$ cat config.mk
export PLATFORM = sky130hd
export DESIGN_NAME = dmem_ctrl
export DESIGN_NICKNAME = d
export VERILOG_FILES = /design/src/rtl/dmem_pkg.sv /design/src/rtl/dmem_array.sv /design/src/rtl/dmem_ctrl.sv
export SDC_FILE = /design/constraint.sdc
export NUM_CORES = 2
export LEC_CHECK = 0
export BUFFER_PORTS_ARGS = -buffer_cell sky130_fd_sc_hd__buf_2
export CAP_MARGIN = 10
export CORE_ASPECT_RATIO = 1.1
export CORE_MARGIN = 4
export CORE_UTILIZATION = 40
export CTS_CLUSTER_DIAMETER = 120
export DETAILED_ROUTE_END_ITERATION = 8
export PLACE_DENSITY = 0.62
export SETUP_SLACK_MARGIN = 0.3
export SLEW_MARGIN = 20
export SYNTH_ARGS = -nofsm -noshare
export SYNTH_HDL_FRONTEND = slang
export SYNTH_SLANG_ARGS = --single-unit
$ cat constraint.sdc
create_clock -name Clk -period 14.2 [get_ports Clk]
set_input_delay 2.84 -clock Clk [delete_from_list [all_inputs] [get_ports Clk]]
set_output_delay 2.84 -clock Clk [all_outputs]
set_load 0.05 [all_outputs]
$ cat src/rtl/dmem_pkg.sv
// dmem_pkg: shared FSM encoding and access constants for the data-memory controller
package dmem_pkg;
    typedef enum logic [1:0] {IDLE, WAIT, RESP} state_t;
    typedef enum logic {LOAD, STORE} access_t;
    localparam int OFFSET_W = 3;
endpackage

$ cat src/rtl/dmem_array.sv
// dmem_array: single-port word RAM, synchronous write and combinational read
module dmem_array #(
    parameter int DEPTH  = 64,
    parameter int ADDR_W = 6
) (
    input  logic              Clk,
    input  logic              WrEn,
    input  logic [ADDR_W-1:0] Index,
    input  logic [63:0]       WrData,
    output logic [63:0]       RdData
);
    logic [63:0] mem [DEPTH];
    always_ff @(posedge Clk)
        if (WrEn) mem[Index] <= WrData;
    assign RdData = mem[Index];
endmodule

$ cat src/rtl/dmem_ctrl.sv
// dmem_ctrl: multi-cycle LDUR/STUR controller with valid/ready requests and a one-cycle response pulse
module dmem_ctrl
    import dmem_pkg::*;
#(
    parameter int DEPTH   = 64,
    parameter int LATENCY = 2
) (
    input  logic        Clk,
    input  logic        ResetL,
    input  logic        ReqValid,
    output logic        ReqReady,
    input  logic        MemRead,
    input  logic        MemWrite,
    input  logic [63:0] Address,
    input  logic [63:0] WriteData,
    output logic        RespValid,
    output logic [63:0] ReadData,
    output logic        Fault,
    output logic        Stall
);
    localparam int ADDR_W = $clog2(DEPTH);
    localparam int CNT_W  = LATENCY > 1 ? $clog2(LATENCY) : 1;
    state_t            state, state_nx;
    access_t           op_q;
    logic [CNT_W-1:0]  cnt;
    logic [ADDR_W-1:0] idx_q;
    logic [63:0]       wdata_q, rd_data;
    logic              valid_req, access, wr_en;
    // Bits above the array range must be zero: no wrap-around of large addresses.
    assign valid_req = (MemRead ^ MemWrite) && Address[OFFSET_W-1:0] == '0
                       && Address[63:ADDR_W+OFFSET_W] == '0;
    assign access = state == WAIT && cnt == '0;
    assign wr_en  = access && op_q == STORE;
    always_comb begin
        state_nx  = state;
        ReqReady  = state == IDLE;
        RespValid = state == RESP;
        Stall     = state == WAIT || (state == IDLE && ReqValid);
        state_nx  = state == IDLE ? (ReqValid ? (valid_req ? WAIT : RESP) : IDLE)
                  : state == WAIT ? (access ? RESP : WAIT)
                  : IDLE;
    end
    always_ff @(posedge Clk or negedge ResetL) begin
        if (!ResetL) begin
            state    <= IDLE;
            op_q     <= LOAD;
            cnt      <= '0;
            idx_q    <= '0;
            wdata_q  <= '0;
            ReadData <= '0;
            Fault    <= 1'b0;
        end else begin
            state <= state_nx;
            if (state == IDLE && ReqValid) begin
                idx_q   <= Address[ADDR_W+OFFSET_W-1:OFFSET_W];
                wdata_q <= WriteData;
                op_q    <= MemWrite ? STORE : LOAD;
                cnt     <= CNT_W'(LATENCY - 1);
                if (!valid_req) begin
                    Fault    <= 1'b1;
                    ReadData <= '0;
                end
            end else if (state == WAIT) begin
                cnt <= cnt - CNT_W'(1);
            end
            if (access) begin
                Fault <= 1'b0;
                if (op_q == LOAD) ReadData <= rd_data;
            end
        end
    end
    dmem_array #(.DEPTH(DEPTH), .ADDR_W(ADDR_W)) u_array (
        .Clk   (Clk),
        .WrEn  (wr_en),
        .Index (idx_q),
        .WrData(wdata_q),
        .RdData(rd_data)
    );
endmodule

# Word-level counts from Yosys, hierarchy flattened
# Memories as Yosys holds them, arrays and structs flattened.
# Cells that the tools add are included.
[op_classes]
n_addsub = 1
eq_ne = 3
muxes = 17
n_bitwise = 2
n_reduce_logical = 12
[op_table]
columns = ["operator", "n"]
rows = [
  ["2-to-1 mux 64 bit", 4],
  ["logical NOT 55 bit", 1],
  ["2-to-1 mux 2 bit", 5],
  ["2-to-1 mux 1 bit", 8],
  ["logical AND 1 bit", 5],
  ["nonzero test 2 bit", 2],
  ["logical NOT 3 bit", 1],
  ["== test 2 x 1 -> 1 bit (second input constant)", 1],
  ["== test 2 bit (second input constant)", 1],
  ["logical NOT 2 bit", 1],
  ["!= test 2 x 1 -> 1 bit (second input constant)", 1],
  ["AND reduction 2 bit", 1],
  ["logical OR 1 bit", 1],
  ["NOT 1 bit", 1],
  ["subtractor 1 bit (second input constant)", 1],
  ["bitwise XOR 1 bit", 1],
]
[word_totals]
ff_bits = 139
ramBits = 4096
in_bits = 133
out_inout_bits = 68
elab_cells = 43
memories = 1
[memory_table]
columns = ["name", "words", "width", "read_ports", "rd_clocked_by_memory_dff", "wr", "line_no", "source"]
rows = [
  ["u_array.mem", 64, 64, 1, 0, 1, "dmem_array.sv:12", "logic [63:0] mem [DEPTH];"],
]

# Depth between registers and ports, before layout
[depth]
depth_word = 7
ltp_mapped = 11
ltp_nobuf = 6

# Modules after synthesis
# From an unflattened synthesis, not the netlist that was laid out.
[unflattened]
hier_cells = 8960
area_unflattened_um2 = 159912.1
[by_module_without_submodules]
columns = ["mod", "n_inst", "cells_each", "area_per_inst_um2", "seq_area_each_um2"]
rows = [
  ["dmem_array", 1, 8555, 154171.6, 122998.0],
  ["dmem_ctrl", 1, 405, 5740.5, 3478.3],
]

# Least setup slack after synthesis
# OpenSTA, ideal clock, no wires.
[synth_path]
kind = "input to output"
startpoint = "in ReqValid"
endpoint = "out Stall"
t_arrival_ps = 3545
required_ps = 11360
slack_ps = 7815
stages = 2
n_path_buf = 0
cell_sequence = "nor2_1 > nor2_1"
[synth_between]
elab_chain_cells = 2
[synth_lines]
columns = ["item", "line_no", "source"]
rows = [
  ["from (decl)", "dmem_ctrl.sv:10", "input logic ReqValid,"],
  ["logical AND 1 bit", "dmem_ctrl.sv:38", "Stall = state == WAIT || (state == IDLE && ReqValid);"],
  ["logical OR 1 bit", "dmem_ctrl.sv:38", ""],
  ["to (decl)", "dmem_ctrl.sv:19", "output logic Stall"],
]
# Every way passes these cells.

# Worst setup path in the final report
# Ends and elaborated chain as after synthesis.

==> metrics.txt <==
# TYPE chip_impl_metric gauge
chip_impl_metric{name="post_cts.repair.setup_buffers",unit=""} 0
chip_impl_metric{name="r2r_setup_slack",unit="ns"} 8.35
chip_impl_metric{name="initial_utilization",unit=""} 0.401
chip_impl_metric{name="fill_cells",unit=""} 33300
chip_impl_metric{name="area_taken_by_flip_flops_and_latches",unit="mm2"} 0.127
chip_impl_info{name="setup.worst_path.class",value="input pin to output pin"} 1
chip_impl_metric{name="powerDensity",unit="mW/mm2"} 155
chip_impl_metric{name="synth_adder_area_share",unit=""} 0
chip_impl_metric{name="io_buffers",unit=""} 200
chip_impl_info{name="worstSetupEndpointType",value="output pin"} 1
chip_impl_metric{name="syn_to_final_growth",unit="%"} 13.3
chip_impl_metric{name="ys_seq_area_frac",unit=""} 0.785
chip_impl_metric{name="design.final.nets",unit=""} 8628
chip_impl_metric{name="wl_met2",unit="um"} 263000
chip_impl_metric{name="fin_setup_tns",unit="ns"} 0
chip_impl_info{name="setup_repair_after_global_routing_missed_its_margin",value="false"} 1
chip_impl_metric{name="finalSetupViolations",unit=""} 0
chip_impl_metric{name="finalWeightedCongestion",unit=""} 0.852
chip_impl_metric{name="synthArstFlopShare",unit=""} 0.0328
chip_impl_metric{name="post_synth_xor_area_fraction",unit=""} 0.0000544
chip_impl_metric{name="multi_input_comb_area",unit="mm2"} 0.0322
chip_impl_metric{name="syn_avg_cell_area",unit="um2"} 19.8
chip_impl_metric{name="power.static_leakage",unit="nW"} 57.5
chip_impl_metric{name="wire_length_of_the_first_global_routing_pass",unit="um"} 766000
chip_impl_metric{name="first_pass_iters",unit=""} 9
chip_impl_metric{name="report.final.slew_viol_count",unit=""} 0
chip_impl_metric{name="boundaryPins",unit=""} 201
chip_impl_metric{name="drtIter0Drc",unit=""} 16700
chip_impl_metric{name="critical_path_required",unit="ns"} 11.36
chip_impl_info{name="startpoint_type",value="input pin"} 1
chip_impl_metric{name="dieWidth",unit="um"} 613
chip_impl_metric{name="globalRouteOverflowTotal",unit=""} 0
chip_impl_metric{name="hold_path_depth",unit=""} 1
chip_impl_metric{name="h-tree-depth",unit=""} 5
chip_impl_metric{name="dp_hpwl",unit="um"} 304000
chip_impl_metric{name="clk_transition_reported_paths",unit="ns"} 0.06
chip_impl_metric{name="finalHoldViolCount",unit=""} 0
chip_impl_metric{name="pin_count_of_the_biggest_net_entering_global_routing",unit=""} 140
chip_impl_metric{name="post_synth_instance_area",unit="mm2"} 0.161
chip_impl_metric{name="timing.fmax",unit="MHz"} 160
chip_impl_metric{name="synth_enable_flop_cells",unit=""} 4096
chip_impl_metric{name="antenna_found_initial",unit=""} 62
chip_impl_metric{name="max-cap-violations",unit=""} 0
chip_impl_metric{name="timing.slew.headroom",unit=""} 0.170
chip_impl_metric{name="worstMarginPinSlew",unit="ns"} 1.24
chip_impl_metric{name="met3RoutedLength",unit="um"} 75500
chip_impl_metric{name="cts-root-to-sink-buffers",unit=""} 4
chip_impl_metric{name="detail_route.drc_violations",unit=""} 0
chip_impl_metric{name="critical_path.max_fanout",unit=""} 2
chip_impl_metric{name="clkLatencyLatePin",unit="ns"} 1.01
chip_impl_metric{name="final_period_minus_worst_setup_slack",unit="ns"} 6.26
chip_impl_metric{name="ys_seq_elements",unit=""} 4235
chip_impl_info{name="cts_tree",value="built"} 1
chip_impl_metric{name="synth.distinct_cells",unit=""} 74
chip_impl_metric{name="track_usage",unit=""} 0.269
chip_impl_metric{name="post_synth_simple_gate_area",unit=""} 0.0171
chip_impl_info{name="most-common-layout-cells",value="4096 x sky130_fd_sc_hd__edfxtp_1, 515 x sky130_fd_sc_hd__a221oi_1, 475 x sky130_fd_sc_hd__mux2i_1"} 1
chip_impl_metric{name="core_area",unit="mm2"} 0.401
chip_impl_info{name="outcome",value="completed"} 1
chip_impl_metric{name="cts-resized-gates",unit=""} 0
chip_impl_metric{name="vdd_drop_max",unit="mV"} 0.105
chip_impl_info{name="hold_path.class",value="flop to flop"} 1
chip_impl_metric{name="post_drt_wl_per_cell",unit="um"} 40.3
chip_impl_metric{name="muxShareOfSynthArea",unit=""} 0.105
chip_impl_metric{name="compound_cell_area_share_of_the_yosys_netlist",unit=""} 0.0732
chip_impl_metric{name="die_height",unit="um"} 674
chip_impl_metric{name="synthesis.yosys.warnings",unit=""} 0
chip_impl_metric{name="r2r.worst_path.cells",unit=""} 10
chip_impl_metric{name="drt.antenna.violating_nets",unit=""} 0
chip_impl_info{name="mostFrequentLayoutCell",value="sky130_fd_sc_hd__edfxtp_1"} 1
chip_impl_metric{name="cts.sink_count",unit=""} 4235
chip_impl_info{name="clk_root_buffer_cell",value="sky130_fd_sc_hd__clkbuf_16"} 1
chip_impl_metric{name="routed_wirelength",unit="um"} 570000
chip_impl_metric{name="core.rowCount",unit=""} 244
chip_impl_info{name="synth_top_family_by_area",value="multiplexers"} 1
chip_impl_metric{name="vias_in_the_first_global_route",unit=""} 89500
chip_impl_metric{name="cts_hold_repair.buffers",unit=""} 0
chip_impl_metric{name="vias",unit=""} 92800
chip_impl_info{name="ys.flop_type",value="sky130_fd_sc_hd__edfxtp_1"} 1
chip_impl_metric{name="fin_worst_skew",unit="ns"} 0.0573
chip_impl_metric{name="timing.critical_path.arrival",unit="ns"} 3.42
chip_impl_info{name="routed.top_layer",value="met5"} 1
chip_impl_metric{name="dp_worst_setup_slack",unit="ns"} 7.94
chip_impl_metric{name="via_per_inst",unit=""} 6.56
chip_impl_metric{name="period_share",unit=""} 0.441
chip_impl_metric{name="final_layout_size_suffix_gt1_frac",unit=""} 0.217
chip_impl_metric{name="syn-num-nets",unit=""} 8283
chip_impl_metric{name="die_area",unit="mm2"} 0.413
chip_impl_metric{name="post_synth_inst_count",unit=""} 8150
chip_impl_metric{name="cts_inserted_buffers",unit=""} 404
chip_impl_metric{name="met1_length",unit="um"} 194000
chip_impl_metric{name="setup_ws",unit="ns"} 7.94
## sequential cells by signal (all words and copies together) (netlist names)
signal       cells
Fault            1
ReadData        64
cnt              1
idx_q            6
op_q             1
state            2
u_array.mem   4096
wdata_q         64
## where the power goes
group          total [mW]  internal, mW  switching (mW)
Combinational        2.74         0.865            1.88
Clock                10.9          6.20            4.75
Sequential           14.5          14.1           0.415
## final timing paths
check,startpoint,end
max,ReqValid,Stall
min,wdata_q[16],wdata_q[16]
max reg2reg,idx_q[0],ReadData[20]
min reg2reg,wdata_q[16],wdata_q[16]
max in group asynchronous,ResetL,wdata_q[14]
min in group asynchronous,ResetL,wdata_q[63]
## per-layer routing
layer	up-vias	GRT usage
met2	7721	0.421
met1	48500	0.342
met5	-	0
met4	30	0.146
li1	35000	-
met3	1595	0.0705
## per-stage QoR
stage          hold WS [ns]  utilization  total power [mW]  area (um2)  std cells
6_report              0.510        0.455              28.2      183000      14200
5_1_grt               0.522        0.455              28.9      183000      14100
4_1_cts               0.515        0.454              28.2      182000      14100
3_5_place_dp          0.500        0.421              17.5      169000      13400
3_3_place_gp          0.492        0.420              17.4      169000      13400
2_1_floorplan         0.503            -              16.3      161000       8150
## area by class of cell
class                   count  area share
flip-flops and latches   4235       0.694
clock inverters           223      0.0126
multi-input cells        3355       0.176
inverters                   4    0.000192
repair buffers            495      0.0197
clock buffers             531      0.0606
well taps                5289      0.0363
diodes                     25    0.000343
## cells in the mapped netlist (45+ instances only)
library cell,n,area (um2)
sky130_fd_sc_hd__dfrtp_1,139,3480
sky130_fd_sc_hd__nand2_1,154,578
sky130_fd_sc_hd__a31oi_1,50,313
sky130_fd_sc_hd__a21oi_1,187,936
sky130_fd_sc_hd__mux2_2,196,2210
sky130_fd_sc_hd__o22ai_1,217,1360
sky130_fd_sc_hd__edfxtp_1,4096,123000
sky130_fd_sc_hd__o21ai_0,196,981
sky130_fd_sc_hd__buf_6,45,507
sky130_fd_sc_hd__clkbuf_1,146,548
sky130_fd_sc_hd__a221oi_1,515,4510
sky130_fd_sc_hd__buf_2,237,1190
sky130_fd_sc_hd__a22oi_1,218,1640
sky130_fd_sc_hd__mux4_2,442,9950
sky130_fd_sc_hd__buf_4,84,631
sky130_fd_sc_hd__nor2_1,316,1190
sky130_fd_sc_hd__mux2i_1,475,4750
## cell families after synthesis
logic type	count (synthesis)
compound gates	1617
xor+xnor	1
buf+inv	560
flops	4235
mux	1113
simple gates	624
## worst max-delay path, stage by stage
cell,delay [ns]
sky130_fd_sc_hd__buf_2,0.09
sky130_fd_sc_hd__nor2_1,0.04
sky130_fd_sc_hd__nor2_1,0.15
sky130_fd_sc_hd__buf_2,0.30
No activity file was read; power rests on OpenSTA's default activity.
